$ cat src/rtl/uart_pkg.sv
// Shared UART definitions: FSM states, word-length encodings and oversample tick limits.
// Used by both the transmitter and the receiver.
package uart_pkg;

    typedef enum logic [2:0] {
        IDLE,
        START,
        DATA,
        PARITY,
        STOP
    } uart_state_t;

    localparam logic [1:0] WLS_5 = 2'b00;
    localparam logic [1:0] WLS_6 = 2'b01;
    localparam logic [1:0] WLS_7 = 2'b10;
    localparam logic [1:0] WLS_8 = 2'b11;

    localparam logic [3:0] TICKS_16 = 4'd15;
    localparam logic [3:0] TICKS_13 = 4'd12;

    // Index of the final data bit for a word length code (5..8 bits -> 4..7).
    function automatic logic [2:0] last_bit_index(input logic [1:0] wls);
        return 3'd4 + {1'b0, wls};
    endfunction

    function automatic logic [3:0] tick_limit(input logic osm_sel);
        return osm_sel ? TICKS_13 : TICKS_16;
    endfunction

endpackage

$ cat src/rtl/uart_tx_if.sv
// Parallel-side handshake of the UART transmitter: one word per accepted tx_start.
interface uart_tx_if;

    logic       tx_start;
    logic [7:0] tx_data;
    logic       tx_busy;
    logic       tx_done;

    modport master (
        output tx_start,
        output tx_data,
        input  tx_busy,
        input  tx_done
    );

    modport slave (
        input  tx_start,
        input  tx_data,
        output tx_busy,
        output tx_done
    );

endinterface

$ cat src/rtl/uart_bit_timer.sv
// Oversample tick counter producing a bit_end strobe every 16 or 13 enabled baud ticks.
// Held at zero while not running so each frame starts on a clean bit boundary.
module uart_bit_timer
    import uart_pkg::*;
(
    input  logic clk,
    input  logic rst_n,
    input  logic baud_clk,
    input  logic bge,
    input  logic osm_sel,
    input  logic run,
    output logic bit_end
);

    logic [3:0] tick_cnt;
    logic       tick_en;

    assign tick_en = run && baud_clk && bge;
    assign bit_end = tick_en && (tick_cnt == tick_limit(osm_sel));

    always_ff @(posedge clk or negedge rst_n) begin
        if (!rst_n) begin
            tick_cnt <= 4'd0;
        end else if (!run) begin
            tick_cnt <= 4'd0;
        end else if (tick_en) begin
            tick_cnt <= bit_end ? 4'd0 : tick_cnt + 4'd1;
        end
    end

endmodule

$ cat src/rtl/uart_tx.sv
// UART transmitter: start bit, 5..8 data bits LSB-first, optional even parity, 1 or 2 stop bits.
// Frame format is latched at accept so mid-frame changes on the control inputs are harmless.
module uart_tx
    import uart_pkg::*;
(
    input  logic       clk,
    input  logic       rst_n,
    input  logic       baud_clk,
    input  logic       PEN,
    input  logic       STB,
    input  logic       BGE,
    input  logic       OSM_SEL,
    input  logic [1:0] WLS,
    uart_tx_if.slave   tx_if,
    output logic       UART_TX_O
);

    uart_state_t state;
    logic [7:0]  shift_reg;
    logic [2:0]  bit_idx;
    logic        parity_acc;
    logic        stop_cnt;
    logic        pen_q;
    logic        stb_q;
    logic        osm_q;
    logic [1:0]  wls_q;
    logic        bit_end;

    uart_bit_timer u_bit_timer (
        .clk      (clk),
        .rst_n    (rst_n),
        .baud_clk (baud_clk),
        .bge      (BGE),
        .osm_sel  (osm_q),
        .run      (state != IDLE),
        .bit_end  (bit_end)
    );

    // The line level for the next bit is computed at the current bit's end, keeping UART_TX_O registered.
    always_ff @(posedge clk or negedge rst_n) begin
        if (!rst_n) begin
            state         <= IDLE;
            shift_reg     <= 8'd0;
            bit_idx       <= 3'd0;
            parity_acc    <= 1'b0;
            stop_cnt      <= 1'b0;
            pen_q         <= 1'b0;
            stb_q         <= 1'b0;
            osm_q         <= 1'b0;
            wls_q         <= WLS_8;
            UART_TX_O     <= 1'b1;
            tx_if.tx_busy <= 1'b0;
            tx_if.tx_done <= 1'b0;
        end else begin
            tx_if.tx_done <= 1'b0;
            case (state)
                IDLE: begin
                    if (tx_if.tx_start) begin
                        shift_reg     <= tx_if.tx_data;
                        pen_q         <= PEN;
                        stb_q         <= STB;
                        osm_q         <= OSM_SEL;
                        wls_q         <= WLS;
                        bit_idx       <= 3'd0;
                        parity_acc    <= 1'b0;
                        stop_cnt      <= 1'b0;
                        UART_TX_O     <= 1'b0;
                        tx_if.tx_busy <= 1'b1;
                        state         <= START;
                    end
                end
                START: begin
                    if (bit_end) begin
                        UART_TX_O <= shift_reg[0];
                        state     <= DATA;
                    end
                end
                DATA: begin
                    if (bit_end) begin
                        parity_acc <= parity_acc ^ shift_reg[0];
                        shift_reg  <= {1'b0, shift_reg[7:1]};
                        if (bit_idx == last_bit_index(wls_q)) begin
                            if (pen_q) begin
                                UART_TX_O <= parity_acc ^ shift_reg[0];
                                state     <= PARITY;
                            end else begin
                                UART_TX_O <= 1'b1;
                                state     <= STOP;
                            end
                        end else begin
                            bit_idx   <= bit_idx + 3'd1;
                            UART_TX_O <= shift_reg[1];
                        end
                    end
                end
                PARITY: begin
                    if (bit_end) begin
                        UART_TX_O <= 1'b1;
                        state     <= STOP;
                    end
                end
                STOP: begin
                    if (bit_end) begin
                        if (stb_q && !stop_cnt) begin
                            stop_cnt <= 1'b1;
                        end else begin
                            tx_if.tx_busy <= 1'b0;
                            tx_if.tx_done <= 1'b1;
                            state         <= IDLE;
                        end
                    end
                end
                default: begin
                    UART_TX_O     <= 1'b1;
                    tx_if.tx_busy <= 1'b0;
                    state         <= IDLE;
                end
            endcase
        end
    end

endmodule
$ cat src/flat_wrapper.sv
// flat-port wrapper written by rule: the top's interface ports become plain ports
module uart_tx_flat import uart_pkg::*;
  (clk, rst_n, baud_clk, PEN, STB, BGE, OSM_SEL, WLS, UART_TX_O, tx_if_tx_start, tx_if_tx_data, tx_if_tx_busy, tx_if_tx_done);
  uart_tx_if tx_if_i ();
  input  logic clk;
  input  logic rst_n;
  input  logic baud_clk;
  input  logic PEN;
  input  logic STB;
  input  logic BGE;
  input  logic OSM_SEL;
  input  logic [1:0] WLS;
  output logic UART_TX_O;
  input wire logic [$bits(tx_if_i.tx_start)-1:0] tx_if_tx_start;
  input wire logic [$bits(tx_if_i.tx_data)-1:0] tx_if_tx_data;
  output wire logic [$bits(tx_if_i.tx_busy)-1:0] tx_if_tx_busy;
  output wire logic [$bits(tx_if_i.tx_done)-1:0] tx_if_tx_done;
  assign tx_if_i.tx_start = tx_if_tx_start;
  assign tx_if_i.tx_data = tx_if_tx_data;
  assign tx_if_tx_busy = tx_if_i.tx_busy;
  assign tx_if_tx_done = tx_if_i.tx_done;
  uart_tx u_core (.clk(clk), .rst_n(rst_n), .baud_clk(baud_clk), .PEN(PEN), .STB(STB), .BGE(BGE), .OSM_SEL(OSM_SEL), .WLS(WLS), .tx_if(tx_if_i), .UART_TX_O(UART_TX_O));
endmodule
$ cat config.mk
export PLATFORM = sky130hd
export DESIGN_NAME = uart_tx_flat
export DESIGN_NICKNAME = d
export VERILOG_FILES = /design/src/rtl/uart_pkg.sv /design/src/rtl/uart_tx_if.sv /design/src/rtl/uart_bit_timer.sv /design/src/rtl/uart_tx.sv /design/src/flat_wrapper.sv
export SDC_FILE = /design/constraint.sdc
export NUM_CORES = 1
export LEC_CHECK = 0
export ABC_AREA = 1
export BUFFER_PORTS_ARGS = -buffer_cell sky130_fd_sc_hd__buf_2
export CAP_MARGIN = 20
export CORE_MARGIN = 2
export CORE_UTILIZATION = 41
export CTS_CLUSTER_SIZE = 30
export DETAILED_ROUTE_END_ITERATION = 8
export GPL_TIMING_DRIVEN = 1
export PLACE_DENSITY_LB_ADDON = 0.12
export SLEW_MARGIN = 15
export SYNTH_ARGS = -nofsm -noshare
export SYNTH_HDL_FRONTEND = slang
export SYNTH_SLANG_ARGS = --single-unit
$ cat constraint.sdc
create_clock -name clk -period 2.9 [get_ports clk]
set_clock_uncertainty 0.1 [all_clocks]
set_input_delay 0 -clock clk [delete_from_list [all_inputs] [get_ports clk]]
set_output_delay 0 -clock clk [all_outputs]
set_load 0.005 [all_outputs]
==> impl_metrics.py <==
metrics = {
    "place": {
        "routabilityCongestion": 0.932,
        "dp_hpwl_mm": 2.37,
        "portBuffers": 20,
    },
    "final_layout": {
        "multi_input_area_sq_um": 718,
        "fillCellCount": 373,
        "n_antenna_cell": 0,
        "syn2layout_area_growth_pct": 23.4,
        "drive_above_1_share_pct": 16.7,
        "largest_reg_flops": 8,
        "fin_nets": 260,
        "final-seq-area_sq_um": 704,
    },
    "floorplan": {
        "start_util_pct": 42.6,
        "core_area_sq_um": 3660,
        "die_h_microns": 65.7,
        "die_area_sq_um": 4310,
        "die_w_microns": 65.7,
        "rows": 22,
        "io_pins": 21,
    },
    "sta": {
        "finalSetupViolations": 0,
        "period_minus_slack_ns": 2.22,
        "hold_viol": 0,
        "slew_headroom_pct": 57.0,
        "tns_ns": 0,
        "rsz0062_at_grt": "no",
        "worst_pin_slew_ns": 0.644,
        "timing.fmax_mhz": 451,
        "drv_slew": 0,
        "hold-worst-slack_ns": 0.0549,
        "finalCritPeriodShare_pct": 76.4,
    },
    "clock_tree": {
        "clk_latency_ns": 0.28,
        "cts_buffer_depth": 2,
        "cts_setup_buffers": 0,
        "clock-sinks": 28,
        "tritoncts": "yes",
        "path_clk_slew_ns": 0.10,
        "cts_resized": 0,
        "cts_buffers": 3,
        "cts_root_buffer": "clkbuf_8",
        "ctsHtreeMaxLevel": 1,
        "cts_hold_buf": 16,
    },
    "synth": {
        "synth_top_area_share_pct": 40.1,
        "synthCells": 202,
        "synth.area.top_cells": "dfrtp_1 (40%), nand2_1 (16%), inv_1 (6.3%)",
        "ys_seq_area_share_pct": 45.2,
        "ys_warn_count": 0,
        "synth_area_sq_um": 1560,
        "ys_types": 28,
        "synth_nets": 222,
        "yosysTopAreaCell": "dfrtp_1",
        "ys_ff_latch": 28,
        "synth_area_per_cell_sq_um": 7.72,
    },
    "setup_path": {
        "r2r_cells": 8,
        "path_class": "reg2reg",
        "r2r_end": "u_core.wls_q[1]",
        "endpoint_kind": "flip-flop",
        "arrival_ns": 2.33,
        "rrSetupSlack_ns": 0.68,
        "startpoint_type": "flip-flop",
        "r2r_start": "u_core.state[0]",
        "worst_ep_required_time_ns": 3.02,
        "crit_fanout": 9,
    },
    "worst_hold_path": {
        "min_from": "baud_clk",
        "worstHoldEndpoint": "u_core.u_bit_timer.tick_cnt[2]",
        "hold_path_depth": 4,
        "hp-class": "in2reg",
    },
    "global_route": {
        "grt_pass1_wl_mm": 5.66,
        "antenna_found_initial": 0,
        "grt_max_degree": 29,
        "grt_overflow": 0,
        "grtUsageTotal_pct": 16.7,
        "first_global_vias": 1331,
    },
    "power_and_ir_drop": {
        "p_leak_nw": 1.01,
        "ir_drop_v": 0.000349,
        "p_per_area_nw_per_um2": 712,
    },
    "routing": {
        "ant_nets": 0,
        "wl_mm": 3.25,
        "vias": 1369,
        "vias_per_cell": 4.77,
        "wl_per_cell_microns": 11.3,
        "drt_iter0_markers": 66,
        "firstDrtPassIters": 4,
        "route.detailed.drc": 0,
    },
    "run": {
        "maxCapViolations": 0,
    },
    "status": {
        "status": "finished clean",
    },
}
## cells by family (layout without fill, tap and decap cells)
group	after synthesis	in the layout	synth area share, %
buffers and inverters	32	69	8.75
and+or+nand+nor	99	99	27.9
AOI/OAI and AO/OA	37	37	14.3
DFF	28	28	45.2
adders and majority gates	2	2	1.60
xor gates and xnor gates	4	4	2.25
## critical path: stages, from the launching register on
cell	delay (ns)
dfrtp_1	0.47
nor2_2	0.10
nand2_1	0.16
inv_1	0.09
nand2_2	0.19
clkinv_1	0.32
nand2_1	0.14
nand2_1	0.05
dlygate4sd3_1	0.54
## Yosys cell counts (all sizes together)
master,n
o21bai,2
buf,3
inv,28
clkinv,1
o21ai,23
nand3,17
ha,2
xnor2,1
dfrtp,25
a21oi,11
nand2,66
nor2,14
o211ai,1
nor3,2
dfstp,3
xor2,3
## cells in the final DEF (no fill, tap or decap), drive strengths merged
cell type,n
o21ai,23
bufinv,1
inv,28
nor2,14
dfrtp,25
dfstp,3
dlygate4sd3,16
buf,20
a21oi,11
clkinv,1
xnor2,1
ha,2
nand3,17
clkbuf,3
nand2,66
o211ai,1
xor2,3
o21bai,2
nor3,2
## area by class of cell
class	instances	area share [%]
Clock buffer	3	2.15
Clock inverter	1	1.56
Tap cell	48	3.12
Multi-Input combinational cell	142	37.3
Sequential cell	28	36.6
Timing Repair Buffer	36	13.5
Inverter	29	5.66
## power breakdown
group | internal [mW] | switching (mW) | total, mW
clock | 0.185 | 0.129 | 0.314
sequential | 0.523 | 0.0818 | 0.604
combinational | 0.187 | 0.263 | 0.450
## per-layer routing
metal | vias to the layer above | global-route usage (%) | share of wire, %
met3 | 2 | 2.23 | 2.6
met1 | 641 | 21.3 | 49
li1 | 708 | - | -
met5 | - | 0 | 0
met4 | 0 | 3.91 | 0.68
met2 | 18 | 29.7 | 48
## how the worst max path moves through the flow
stage,start,end,slack (ns),depth (start not counted)
final,u_core.state[0],u_core.wls_q[1],0.68,8
after global routing,u_core.state[0],u_core.wls_q[1],0.53,8
after CTS,u_core.state[0],u_core.wls_q[1],0.69,8
after detailed placement,u_core.state[2],u_core.bit_idx[2],0.86,8
after global placement,u_core.state[2],u_core.bit_idx[1],0.96,8
after floorplan,u_core.state[2],u_core.state[1],1.41,10
## stage by stage
stage | std cells | total power [mW] | setup WS [ns] | instance area, sq um | util [%]
floorplan | 202 | 0.941 | 1.41 | 1560 | -
global placement | 267 | 1.03 | 0.962 | 1690 | 46.2
detailed placement | 267 | 1.05 | 0.863 | 1690 | 46.2
CTS | 287 | 1.38 | 0.688 | 1920 | 52.5
global route | 287 | 1.48 | 0.529 | 1920 | 52.5
finish | 287 | 1.37 | 0.685 | 1920 | 52.5
(Power assumes the default switching activity.)
